`src/rtl/video_palette_pkg.sv`:
```
// Shared constants and types for the palette lookup stage (index width, byte lanes,
// init sweep state encoding).
package video_palette_pkg;
   localparam int   PAL_IDX_W   = 8;
   localparam int   RGB_W       = 12;
   localparam logic PAL_BYTE_GB = 1'b0;
   localparam logic PAL_BYTE_R  = 1'b1;

   typedef enum logic {INIT = 1'b0, RUN = 1'b1} init_state_t;

   // One write to the palette: either lane (or both, during the sweep) for one entry.
   typedef struct packed {
      logic                 we_gb;
      logic                 we_r;
      logic [PAL_IDX_W-1:0] idx;
      logic [7:0]           data;
   } pal_wr_t;

   function automatic logic [3:0] grey_level(input logic [PAL_IDX_W-1:0] idx);
      return idx[7:4];
   endfunction
endpackage

```
`src/rtl/palette_dpram.sv`:
```
// Simple dual-port RAM: port a is read-only, port b is read/write; both reads are
// registered and read-before-write. Contents are never reset.
module palette_dpram #(
   parameter int DW    = 8,
   parameter int AW    = 8,
   parameter int DEPTH = 256
) (
   input  logic          clk,
   input  logic          rst,
   input  logic          a_en,
   input  logic          a_clr,
   input  logic [AW-1:0] a_addr,
   output logic [DW-1:0] a_rdata,
   input  logic          b_en,
   input  logic          b_we,
   input  logic [AW-1:0] b_addr,
   input  logic [DW-1:0] b_wdata,
   output logic [DW-1:0] b_rdata
);
   logic [DW-1:0] mem [DEPTH];

   always_ff @(posedge clk)
      if (b_we) mem[b_addr] <= b_wdata;

   always_ff @(posedge clk or posedge rst)
      if (rst)        a_rdata <= '0;
      else if (a_clr) a_rdata <= '0;
      else if (a_en)  a_rdata <= mem[a_addr];

   always_ff @(posedge clk or posedge rst)
      if (rst)       b_rdata <= '0;
      else if (b_en) b_rdata <= mem[b_addr];
endmodule

```
`src/rtl/video_palette.sv`:
```
// Palette lookup: 8-bit pixel index -> 12-bit RGB with 2-cycle latency, CPU byte access.
// Define PALETTE_INIT_EN to fill a greyscale ramp after every reset.
module video_palette #(
   parameter int PAL_ENTRIES = 256,
   parameter int RGB_W       = 12
) (
   input  logic                                    clk,
   input  logic                                    rst,
   input  logic                                    next_pixel,
   input  logic [video_palette_pkg::PAL_IDX_W-1:0] pixel_index,
   output logic [RGB_W-1:0]                        palette_rgb_data,
   input  logic [video_palette_pkg::PAL_IDX_W:0]   bus_addr,
   input  logic [7:0]                              bus_wrdata,
   input  logic                                    bus_write,
   input  logic                                    bus_read,
   output logic [7:0]                              bus_rddata,
   output logic                                    bus_rdvalid,
   output logic                                    init_busy
);
   import video_palette_pkg::*;

   logic [PAL_IDX_W-1:0] idx_q, init_idx;
   logic                 init_we;
   pal_wr_t              wr;
   logic [7:0]           lo_vid, lo_bus;
   logic [3:0]           hi_vid, hi_bus;
   logic                 rd_vld, rd_odd, rd_zero;

`ifdef PALETTE_INIT_EN
   init_state_t          state_q, state_d;
   logic [PAL_IDX_W-1:0] cnt_q, cnt_d;

   always_ff @(posedge clk or posedge rst)
      if (rst) begin
         state_q <= INIT;
         cnt_q   <= '0;
      end else begin
         state_q <= state_d;
         cnt_q   <= cnt_d;
      end

   always_comb begin
      state_d = state_q;
      cnt_d   = cnt_q;
      init_we = 1'b0;
      case (state_q)
         INIT: begin
            init_we = 1'b1;
            cnt_d   = cnt_q + 1'b1;
            if (cnt_q == PAL_IDX_W'(PAL_ENTRIES - 1)) state_d = RUN;
         end
         default: ;
      endcase
   end

   assign init_busy = (state_q == INIT);
   assign init_idx  = cnt_q;
`else
   assign init_busy = 1'b0;
   assign init_we   = 1'b0;
   assign init_idx  = '0;
`endif

   // The sweep owns the write port while busy; bus writes are simply dropped.
   always_comb begin
      wr = '0;
      if (init_busy) begin
         wr.we_gb = init_we;
         wr.we_r  = init_we;
         wr.idx   = init_idx;
         wr.data  = {grey_level(init_idx), grey_level(init_idx)};
      end else begin
         wr.we_gb = bus_write && (bus_addr[0] == PAL_BYTE_GB);
         wr.we_r  = bus_write && (bus_addr[0] == PAL_BYTE_R);
         wr.idx   = bus_addr[PAL_IDX_W:1];
         wr.data  = bus_wrdata;
      end
   end

   always_ff @(posedge clk or posedge rst)
      if (rst)             idx_q <= '0;
      else if (next_pixel) idx_q <= pixel_index;

   // Stage 2 lives in the RAMs' video read registers; clearing them blanks output while busy.
   palette_dpram #(.DW(8), .AW(PAL_IDX_W), .DEPTH(PAL_ENTRIES)) u_lo_ram (
      .clk(clk), .rst(rst),
      .a_en(next_pixel), .a_clr(init_busy), .a_addr(idx_q), .a_rdata(lo_vid),
      .b_en(bus_read), .b_we(wr.we_gb), .b_addr(wr.idx), .b_wdata(wr.data), .b_rdata(lo_bus)
   );

   palette_dpram #(.DW(4), .AW(PAL_IDX_W), .DEPTH(PAL_ENTRIES)) u_hi_ram (
      .clk(clk), .rst(rst),
      .a_en(next_pixel), .a_clr(init_busy), .a_addr(idx_q), .a_rdata(hi_vid),
      .b_en(bus_read), .b_we(wr.we_r), .b_addr(wr.idx), .b_wdata(wr.data[3:0]), .b_rdata(hi_bus)
   );

   assign palette_rgb_data = {hi_vid, lo_vid};

   // Lane select and busy state travel with the read so the data holds until the next read.
   always_ff @(posedge clk or posedge rst)
      if (rst) begin
         rd_vld  <= 1'b0;
         rd_odd  <= 1'b0;
         rd_zero <= 1'b0;
      end else begin
         rd_vld <= bus_read;
         if (bus_read) begin
            rd_odd  <= bus_addr[0];
            rd_zero <= init_busy;
         end
      end

   assign bus_rdvalid = rd_vld;
   assign bus_rddata  = rd_zero                ? 8'h00 :
                        (rd_odd == PAL_BYTE_R) ? {4'h0, hi_bus} : lo_bus;
endmodule

```
`config.mk`:
```
export PLATFORM = sky130hd
export DESIGN_NAME = video_palette
export DESIGN_NICKNAME = d
export VERILOG_FILES = /design/src/rtl/video_palette_pkg.sv /design/src/rtl/palette_dpram.sv /design/src/rtl/video_palette.sv
export SDC_FILE = /design/constraint.sdc
export NUM_CORES = 2
export LEC_CHECK = 0
export BUFFER_PORTS_ARGS = -buffer_cell sky130_fd_sc_hd__buf_2
export CAP_MARGIN = 20
export CORE_ASPECT_RATIO = 1.75
export CORE_MARGIN = 3
export CORE_UTILIZATION = 55
export CTS_CLUSTER_DIAMETER = 80
export DETAILED_ROUTE_END_ITERATION = 6
export PLACE_DENSITY = 0.8
export SLEW_MARGIN = 10
export SYNTH_ARGS = -nofsm -noshare
export SYNTH_HDL_FRONTEND = slang
export SYNTH_SLANG_ARGS = --single-unit
```
`constraint.sdc`:
```
create_clock -name clk -period 3.86 [get_ports clk]
set_input_delay 0.386 -clock clk [delete_from_list [all_inputs] [get_ports clk]]
set_output_delay 0.386 -clock clk [all_outputs]
set_load 0.1 [all_outputs]
```
==> out/results.ini <==
[synth]
synth_warnings=0
synthFlopType=edfxtp_1
synth_cell_types=59
syn_nets=7334
synthArstFlopShare_pct=1.095
seq_area_frac_synth_pct=64.19
synth_edf_count=3072
syn_area_um2=145000
postSynthAreaPerCell_um2=19.86
postSynthCellCount=7304
ys_ff_latch=3106

[sta]
max_freq_mhz=259.3
slew_viol_final=0
hold_viol=1
setup_tns_ns=0
setup_ws_ns=0.003069
holdWs_ns=-0.0001537
skew_ns=0.08366
fin_crit_sh_pct=99.92
rsz0062_at_grt=false
fin_crit_ns=3.857
tightest_slew_ns=1.320
maxSlewHeadroom_pct=11.66
setup_viol=0

[floorplan]
core_um2=261600
die_area_um2=270100
io_pins=52
dieWidth_um=394.2
fp-row-count=248
start_util_pct=55.44
die_y_um=685.3

[power]
p_comb_share_pct=13.6
p_int_w=0.05646
switchingPower_w=0.01942
swShare_pct=25.60
power_w=0.07588
seqPwrFrac_pct=49.1
ir_drop_mv=0.3406
p_clk_share_pct=37.2
powerDensity_nw_per_um2=461.8
p_leak_nw=52.41

[drt]
first_iter_violations=15230
antenna_left=0
vias=90290
firstDrtPassIters=7
viasPerCell=7.741
drc=10
avgRoutedWirePerCell_um=46.76
finalWirelength_um=545400

[run_status]
violations=DRC, hold timing
status=complete, but fails checks

[placed_design]
dp_hpwl_um=375600
place_ws_ns=-0.3351
gp_congestion=1.143
io_buffers=50

[critical_path]
crit_buf_inv=3
cpPeakStageDelay_ns=0.86
crit_chain=buf_12, buf_12, buf_12, mux4_2, mux4_2, o211ai_1, o32ai_1, a41o_1
crit_arrival_ns=4.70
required_ns=4.70
worst_path_dominant_cell_family=compound AO/OA/AOI/OAI gates
cpMaxStageDelayCell=o211ai_1
worstSetupEndpointType=flip-flop
crit_type=reg -> reg
crit_top_cell=buf_12
critPathLaunchType=flip-flop
critPathMaxFanout=26

[global_routing]
gr-total-overflow=0
busiest_layer=met2
met1_usage_pct=42.75
grt_usage_pct=40.54
grt_max_degree=127
use_met2_pct=62.61
antenna_found_initial=62
grt_pass1_wl_um=746300
use_met3_pct=12.97
first_global_vias=90230

[cts]
post_cts_buffers=0
h-tree-depth=5
clockBufferDepth=4
clk_latency_ns=0.95
numCtsBuffers=279
cts_root_buf=clkbuf_16
cts_sinks=3106
cts.reportedPaths.clkPinSlew_ns=0.07
cts_tree=built

[cells_and_area]
drive_gt1_share_pct=37.38
nets=7946
area_growth_pct=13.28
fill_cells=17240

[min_path]
hold_path.class=in -> reg

[run]
cap_violations=0

-- timing repair --
item	in CTS	in global routing
gates resized for setup	0	2
hold buffers	12	0
setup endpoints to repair	0	2
hold endpoints to repair	108	0
-- cell families (layout without fill, tap and decap cells) --
logic type,count (synthesis),after routing,synth area share (%)
flip-flops,3106,3106,64.19
multiplexers,2011,2011,27.98
AND/OR/NAND/NOR,960,960,2.711
buffers and inverters,640,1453,2.151
AO/OA/AOI/OAI,586,586,2.963
other,1,48,0.002586
-- stage by stage --
stage          util [%]  area, um2  std cells
2_1_floorplan         -     145000       7304
3_3_place_gp      59.33     155200      11120
3_5_place_dp      59.33     155200      11120
4_1_cts           62.75     164100      11620
5_1_grt           62.77     164200      11620
6_report          62.81     164300      11660
-- cell usage after synthesis, types with 37 or more instances --
cell	instances	area share, %
o221ai_1	74	0.45
buf_1	65	0.17
nand2_1	222	0.57
nor2_1	578	1.5
clkbuf_1	271	0.70
a22oi_1	98	0.51
nand3_1	47	0.16
mux4_2	1631	25
buf_4	70	0.36
a21oi_1	89	0.31
mux2i_1	343	2.4
buf_2	182	0.63
mux2_2	37	0.29
o22ai_1	98	0.42
edfxtp_1	3072	64
-- metal layers --
layer / vias to the layer above / part of all wire [%]
li1: 32760 / -
met1: 46330 / 27
met2: 8679 / 47
met3: 2482 / 12
met4: 40 / 13
met5: - / 0.10
-- power by group through the flow --
stage	registers, W	logic (W)	clock network, W
after detailed placement	0.0380	0.00982	0
after global placement	0.0380	0.00973	0
final	0.0373	0.0103	0.0283
after CTS	0.0373	0.00988	0.0282
after floorplan	0.0382	0.00518	0
after global routing	0.0373	0.0103	0.0294
-- sequential cells by signal, summed over array words and instances (netlist names) --
register / cells
bus_rdvalid: 1
idx_q: 8
rd_odd: 1
u_hi_ram.a_rdata: 4
u_hi_ram.b_rdata: 4
u_hi_ram.mem: 1024
u_lo_ram.a_rdata: 8
u_lo_ram.b_rdata: 8
u_lo_ram.mem: 2048
-- worst paths after layout --
| check | startpoint | to | slack [ns] | cells after the start |
|---|---|---|---|---|
| max in group asynchronous | rst | idx_q[0] | 3.10 | 4 |
| setup reg to reg | idx_q[0] | u_lo_ram.a_rdata[2] | 0.003 | 8 |
| hold reg to reg | u_hi_ram.b_rdata[1] | u_hi_ram.b_rdata[1] | 0.54 | 2 |
| setup / recovery | idx_q[0] | u_lo_ram.a_rdata[2] | 0.003 | 8 |
| hold / removal | bus_wrdata[2] | u_lo_ram.mem[164][2] | -0.0002 | 1 |
| min in group asynchronous | rst | bus_rdvalid | 0.18 | 4 |
-- cell usage in the layout, fill, tap and decap left out, types with 58 or more instances in the layout --
cell and n:
a21oi_1 89, a22oi_1 98, buf_12 121, buf_4 764, clkbuf_1 58, clkbuf_16 286, edfxtp_1 3072, mux2i_1 343
mux4_2 1631, nand2_1 209, nor2_1 574, o221ai_1 74, o22ai_1 96
-- layout make-up --
class	count	area (um2)	share of cell area, %
Antenna cell	47	117.6	0.07158
Clock buffer	348	7430	4.522
Clock inverter	134	1403	0.8537
Inverter	22	103.9	0.06321
Multi-Input combinational cell	3558	49100	29.88
Sequential cell	3106	93110	56.67
Tap cell	3500	4379	2.665
Timing Repair Buffer	949	8653	5.267
(Power assumes the default switching activity.)
